==> src/rtl/mc_pkg.sv <==
// Shared encodings for the multi-cycle MIPS control sequencer:
// FSM states, opcode/funct values, ALU/NPC/EXT select codes.
package mc_pkg;

    typedef enum logic [2:0] {
        ST_FETCH  = 3'd0,
        ST_DECODE = 3'd1,
        ST_EXEC   = 3'd2,
        ST_MEM    = 3'd3,
        ST_WB     = 3'd4,
        ST_HALT   = 3'd5
    } state_t;

    typedef enum logic [2:0] {
        CL_R,
        CL_LW,
        CL_SW,
        CL_BEQ,
        CL_J,
        CL_ADDI,
        CL_ORI,
        CL_ILL
    } iclass_t;

    localparam logic [5:0] OP_RTYPE = 6'b000000;
    localparam logic [5:0] OP_LW    = 6'b100011;
    localparam logic [5:0] OP_SW    = 6'b101011;
    localparam logic [5:0] OP_BEQ   = 6'b000100;
    localparam logic [5:0] OP_J     = 6'b000010;
    localparam logic [5:0] OP_ADDI  = 6'b001000;
    localparam logic [5:0] OP_ORI   = 6'b001101;

    localparam logic [5:0] FN_ADD = 6'b100000;
    localparam logic [5:0] FN_SUB = 6'b100010;
    localparam logic [5:0] FN_AND = 6'b100100;
    localparam logic [5:0] FN_OR  = 6'b100101;

    localparam logic [1:0] ALU_ADD = 2'b00;
    localparam logic [1:0] ALU_SUB = 2'b01;
    localparam logic [1:0] ALU_AND = 2'b10;
    localparam logic [1:0] ALU_OR  = 2'b11;

    localparam logic [1:0] NPC_PC4 = 2'b00;
    localparam logic [1:0] NPC_BR  = 2'b01;
    localparam logic [1:0] NPC_JMP = 2'b10;

    localparam logic [1:0] EXT_ZERO = 2'b00;
    localparam logic [1:0] EXT_SIGN = 2'b01;

    function automatic logic [1:0] funct_to_alu(input logic [5:0] fn);
        case (fn)
            FN_SUB:  return ALU_SUB;
            FN_AND:  return ALU_AND;
            FN_OR:   return ALU_OR;
            default: return ALU_ADD;
        endcase
    endfunction

endpackage

==> src/rtl/mc_decode.sv <==
// Combinational instruction classifier: OpCode/funct -> class and legal bit.
module mc_decode
    import mc_pkg::*;
(
    input  logic [5:0] OpCode,
    input  logic [5:0] funct,
    output iclass_t    cls,
    output logic       legal
);

    always_comb begin
        cls = CL_ILL;
        case (OpCode)
            OP_RTYPE: begin
                if (funct == FN_ADD || funct == FN_SUB ||
                    funct == FN_AND || funct == FN_OR)
                    cls = CL_R;
            end
            OP_LW:   cls = CL_LW;
            OP_SW:   cls = CL_SW;
            OP_BEQ:  cls = CL_BEQ;
            OP_J:    cls = CL_J;
            OP_ADDI: cls = CL_ADDI;
            OP_ORI:  cls = CL_ORI;
            default: cls = CL_ILL;
        endcase
        legal = (cls != CL_ILL);
    end

endmodule

==> src/rtl/mc_ctrl.sv <==
// Multi-cycle MIPS control FSM (FETCH/DECODE/EXEC/MEM/WB/HALT) with retire counter.
// Define MC_MEMWAIT_EN to add dm_ready, which stretches MEM until the data memory is ready.
module mc_ctrl
    import mc_pkg::*;
#(
    parameter int CNT_W = 32
) (
    input  logic             clk,
    input  logic             rst,
`ifdef MC_MEMWAIT_EN
    input  logic             dm_ready,
`endif
    input  logic [5:0]       OpCode,
    input  logic [5:0]       funct,
    input  logic             zero,
    output logic             PCWr,
    output logic             IRWr,
    output logic             RegW,
    output logic             MemR,
    output logic             MemW,
    output logic             RegDst,
    output logic             Mem2R,
    output logic             Alusrc,
    output logic [1:0]       ExtOp,
    output logic [1:0]       Aluctrl,
    output logic [1:0]       NPCOp,
    output logic [2:0]       state_o,
    output logic             illegal,
    output logic             retire,
    output logic [CNT_W-1:0] retire_cnt
);

    state_t  state;
    iclass_t cls;
    logic    legal;
    logic    mem_go;
    logic    retire_now;
    logic    sel_src;
    logic [1:0] sel_ext;
    logic [1:0] sel_alu;

    mc_decode u_decode (
        .OpCode (OpCode),
        .funct  (funct),
        .cls    (cls),
        .legal  (legal)
    );

`ifdef MC_MEMWAIT_EN
    assign mem_go = dm_ready;
`else
    assign mem_go = 1'b1;
`endif

    assign state_o = state;

    assign retire_now = (state == ST_EXEC && (cls == CL_BEQ || cls == CL_J)) ||
                        (state == ST_MEM && mem_go && cls == CL_SW) ||
                        (state == ST_WB);

    always_ff @(posedge clk) begin
        if (!rst) begin
            state      <= ST_FETCH;
            illegal    <= 1'b0;
            retire     <= 1'b0;
            retire_cnt <= '0;
        end else begin
            retire <= retire_now;
            if (retire_now)
                retire_cnt <= retire_cnt + CNT_W'(1);
            case (state)
                ST_FETCH: state <= ST_DECODE;
                ST_DECODE: begin
                    if (legal) begin
                        state <= ST_EXEC;
                    end else begin
                        state   <= ST_HALT;
                        illegal <= 1'b1;
                    end
                end
                ST_EXEC: begin
                    case (cls)
                        CL_R, CL_ADDI, CL_ORI: state <= ST_WB;
                        CL_LW, CL_SW:          state <= ST_MEM;
                        CL_BEQ, CL_J:          state <= ST_FETCH;
                        default: begin
                            state   <= ST_HALT;
                            illegal <= 1'b1;
                        end
                    endcase
                end
                ST_MEM: begin
                    if (mem_go)
                        state <= (cls == CL_LW) ? ST_WB : ST_FETCH;
                end
                ST_WB:   state <= ST_FETCH;
                ST_HALT: state <= ST_HALT;
                default: state <= ST_HALT;
            endcase
        end
    end

    // ALU-side selects per class; applied in EXEC and held through MEM(lw)/WB.
    always_comb begin
        sel_src = 1'b0;
        sel_ext = EXT_ZERO;
        sel_alu = ALU_ADD;
        case (cls)
            CL_R:               sel_alu = funct_to_alu(funct);
            CL_LW, CL_SW, CL_ADDI: begin
                sel_src = 1'b1;
                sel_ext = EXT_SIGN;
                sel_alu = ALU_ADD;
            end
            CL_ORI: begin
                sel_src = 1'b1;
                sel_ext = EXT_ZERO;
                sel_alu = ALU_OR;
            end
            CL_BEQ:             sel_alu = ALU_SUB;
            default: ;
        endcase
    end

    always_comb begin
        PCWr    = 1'b0;
        IRWr    = 1'b0;
        RegW    = 1'b0;
        MemR    = 1'b0;
        MemW    = 1'b0;
        RegDst  = 1'b0;
        Mem2R   = 1'b0;
        Alusrc  = 1'b0;
        ExtOp   = EXT_ZERO;
        Aluctrl = ALU_ADD;
        NPCOp   = NPC_PC4;
        case (state)
            ST_FETCH: begin
                IRWr  = 1'b1;
                PCWr  = 1'b1;
                NPCOp = NPC_PC4;
            end
            ST_EXEC: begin
                Alusrc  = sel_src;
                ExtOp   = sel_ext;
                Aluctrl = sel_alu;
                if (cls == CL_BEQ) begin
                    NPCOp = NPC_BR;
                    PCWr  = zero;
                end else if (cls == CL_J) begin
                    NPCOp = NPC_JMP;
                    PCWr  = 1'b1;
                end
            end
            ST_MEM: begin
                if (cls == CL_LW) begin
                    MemR    = 1'b1;
                    Alusrc  = sel_src;
                    ExtOp   = sel_ext;
                    Aluctrl = sel_alu;
                end else if (cls == CL_SW) begin
                    MemW = 1'b1;
                end
            end
            ST_WB: begin
                RegW    = 1'b1;
                RegDst  = (cls != CL_R);
                Mem2R   = (cls == CL_LW);
                Alusrc  = sel_src;
                ExtOp   = sel_ext;
                Aluctrl = sel_alu;
            end
            default: ;
        endcase
        // Reset abandons the instruction immediately, even mid-cycle.
        if (!rst) begin
            PCWr = 1'b0;
            IRWr = 1'b0;
            RegW = 1'b0;
            MemR = 1'b0;
            MemW = 1'b0;
        end
    end

endmodule
==> config.mk <==
export PLATFORM = sky130hd
export DESIGN_NAME = mc_ctrl
export DESIGN_NICKNAME = d
export VERILOG_FILES = /design/src/rtl/mc_pkg.sv /design/src/rtl/mc_decode.sv /design/src/rtl/mc_ctrl.sv
export SDC_FILE = /design/constraint.sdc
export NUM_CORES = 1
export LEC_CHECK = 0
export ABC_CLOCK_PERIOD_IN_PS = 2260
export BUFFER_PORTS_ARGS = -buffer_cell sky130_fd_sc_hd__buf_2
export CAP_MARGIN = 20
export CORE_MARGIN = 2
export CORE_UTILIZATION = 50
export CTS_CLUSTER_DIAMETER = 30
export CTS_CLUSTER_SIZE = 12
export DETAILED_ROUTE_END_ITERATION = 10
export GPL_TIMING_DRIVEN = 1
export PLACE_DENSITY = 0.81
export SETUP_SLACK_MARGIN = 0.02
export SYNTH_ARGS = -nofsm -noshare
export SYNTH_HDL_FRONTEND = slang
export SYNTH_SLANG_ARGS = --single-unit
==> constraint.sdc <==
create_clock -name clk -period 2.26 [get_ports clk]
set_input_delay 0.113 -clock clk [delete_from_list [all_inputs] [get_ports clk]]
set_output_delay 0.113 -clock clk [all_outputs]
set_load 0.01 [all_outputs]
==> out/qor.yml <==
status: "complete, no violations"
dr.first_iter.drc_count: 158
vias_per_cell: 5.913
path_cells: "buf_4, nand2b_1, nor4_2, buf_4, o311ai_4, or3_1, a21oi_1"
peakVddDrop_mv: 0.1936
cpMostUsedCell: "buf_4"
fmax_ghz: 0.4780
cts-htree-levels: 2
synth_top_area_share_pct: 32.28
maxSlewViolCount: 0
dr.pass1.iters: 4
grt_overflow: 0
timing.rr.end: "retire_cnt[24]"
slowest_delay_ps: 400
hold_path.class: "input pin to flop"
grtUsageTotal_pct: 24.70
cts_tree: "yes"
drive_gt1_share_pct: 28.02
r2r_slack_ps: 170
hpwl_um: 4476
leakage_nw: 1.136
num-fill-cells: 397
yosysMostFrequentCell: "dfxtp_1"
die_area_um2: 5147
finalSetupViolCount: 0
synth_area_leader_cell: "dfxtp_1"
io_pins: 66
synth_xor_area_share_pct: 3.435
p_comb_share_pct: 12.3
rsz0062_at_grt: "no"
synth.area.mux_share_pct: 1.309
drtAntennaViolNets: 0
synth-compound-area-share_pct: 21.86
grt_antenna_before_repair: 0
root_buffer: "clkbuf_8"
slew_headroom_pct: 57.10
critical_path_class: "flop to flop"
ys.flop_type: "dfxtp_1"
yosys_warnings: 0
fp.dieH_um: 71.75
synth_area_um2: 2295
cap_violations: 0
worstHoldEndpoint: "retire_cnt[17]"
p_per_area_nw_per_um2: 441.4
fin_util_pct: 64.41
tns_ps: 0
rows: 24
swShare_pct: 25.95
clk_pin_slew_ps: 70
via_count: 2460
grt_first_pass_wirelength_um: 10280
cts.sinks: 37
synth_top_family_by_area: "simple AND/OR/NAND/NOR gates"
die_x_um: 71.75
io_buffers: 64
yosys-top-cells-area: "dfxtp_1 (32%), a21oi_1 (5.2%), nor2_1 (4.7%)"
synth_edf_count: 0
fin_crit_ps: 2092
yosysSeqAreaShare_pct: 32.28
grt_start_max_net_pins: 20
wire_per_inst_um: 14.42
r2r-start: "state_o[2]"
synth-simple-area-share_pct: 34.68
tightest_slew_ps: 641.4
worstHoldStart: "rst"
area_delta_synth_final_pct: 23.06
drt_wl_total_um: 6000
critPathArrivalTime_ps: 2310
netlist_instances: 294
synth_adder_area_share_pct: 0.5453
switchingPower_uw: 323.4
worstSetupStartpointType: "flop"
period_share_pct: 92.57
holdPathStages: 3
yosys-top-cells-count: "dfxtp_1 (37), nor2_1 (29), a21oi_1 (24), nand2_1 (24)"
grt_pass1_vias: 2323
cts_buffers: 5
reg2reg_depth: 7
synth_nets: 310
crit_required_ps: 2480
hold_viol: 0
start_util_pct: 52.34
coreArea_um2: 4384
synth_seq_cells: 37
clock_power_share_pct: 34.0
p_int_uw: 923.0
gp_congestion: 0.8740
seq_power_share_pct: 53.6
skew_ps: 4.984
synthArstFlopShare_pct: 0
avgSynthCellArea_um2: 7.805
cts.path.max_buffers: 2
synth_cell_types: 55
drc_errors: 0
cp_max_fo: 13
clkLatencyLatePin_ps: 290
nets: 381
cp-end-kind: "flop"
cpMaxStageDelayCell: "or3_1"
antennaDiodeCount: 0
## metrics by stage
stage,hold WS [ps],instance area (µm²),worst slack (ps),power [mW],std cells
finish,262.3,2824,168.0,1.246,416
global route,274.2,2824,50.87,1.291,416
CTS,255.7,2791,59.64,1.253,415
detailed placement,470.3,2718,62.22,0.8350,409
global placement,459.9,2718,167.1,0.8318,409
floorplan,265.2,2295,201.2,0.7765,294
## flip-flops by register name, indices dropped and copies added, names as in the netlist
register	cells
retire_cnt	32
state_o	3
retire	1
illegal	1
## cell families after synthesis
logic type | after synthesis
AND/OR/NAND/NOR | 140
AO/OA/AOI/OAI | 76
flip-flops | 37
buffers and inverters | 27
XOR/XNOR | 9
multiplexers | 3
adder cells (fa/ha/maj) | 1
other | 1
## per-layer routing
layer	up-vias	GRT usage (%)	routed length (µm)	share of wire (%)
met3	21	5.063	371	6.2
met5	-	0	0	0
met2	91	40.53	2836	47
met1	1118	31.33	2646	44
li1	1230	-	-	-
met4	0	10.90	146	2.4
## worst max path at each step
stage | start | endpoint | slack [ps] | depth (start not counted)
floorplan | state_o[0] | retire_cnt[19] | 200 | 7
global route | state_o[2] | retire_cnt[26] | 50 | 7
CTS | state_o[2] | retire_cnt[24] | 60 | 7
detailed placement | OpCode[3] | retire_cnt[22] | 60 | 6
global placement | OpCode[3] | retire_cnt[28] | 170 | 6
finish | state_o[2] | retire_cnt[24] | 170 | 7
## what timing repair did
action                                  in CTS  in global routing
hold buffers                                 0                  0
gates resized for setup                      0                  4
setup buffers                                0                  1
endpoints found under the setup margin       0                 17
## final cells by class
cell class                 instances  area, µm²  share of cell area, %
timing repair buffer              84      470.5                  16.66
clock inverter                     1      5.005                 0.1772
tap                               52      65.06                  2.304
multi-input combinational        230       1448                  51.26
inverter                           7      26.28                 0.9304
sequential                        37      740.7                  26.23
clock buffer                       5      68.82                  2.437
## placed cells by master (no fill, tap or decap), drive strengths merged, types with 2 or more instances in the layout
cell / n
o311ai: 6
and3: 2
nand3: 14
o211ai: 3
mux2i: 3
dfxtp: 37
nand3b: 3
nor2: 29
xor2: 6
o31a: 2
buf: 84
a211oi: 2
nand4: 7
or4: 12
o21a: 5
or2: 2
o31ai: 10
nor4: 8
o21ai: 14
and2: 3
nor3: 11
clkbuf: 5
or3: 7
xnor2: 3
nor2b: 5
a21oi: 24
inv: 7
nand2: 24
nand2b: 6
## power groups by stage
stage	clock network (mW)	logic, mW	registers, mW
after floorplan	0	0.0936	0.683
after global placement	0	0.149	0.682
after detailed placement	0	0.152	0.683
after CTS	0.432	0.153	0.668
after global routing	0.452	0.170	0.669
final	0.424	0.154	0.669
## worst max-delay path: cells and delay by family (launching register included)
family / cells / cell delay, ps
DFF: 1 / 340
AOI/OAI and AO/OA: 2 / 310
and+or+nand+nor: 3 / 990
buffers and inverters: 2 / 370
Note: power is estimated with default switching activity, not from simulation.
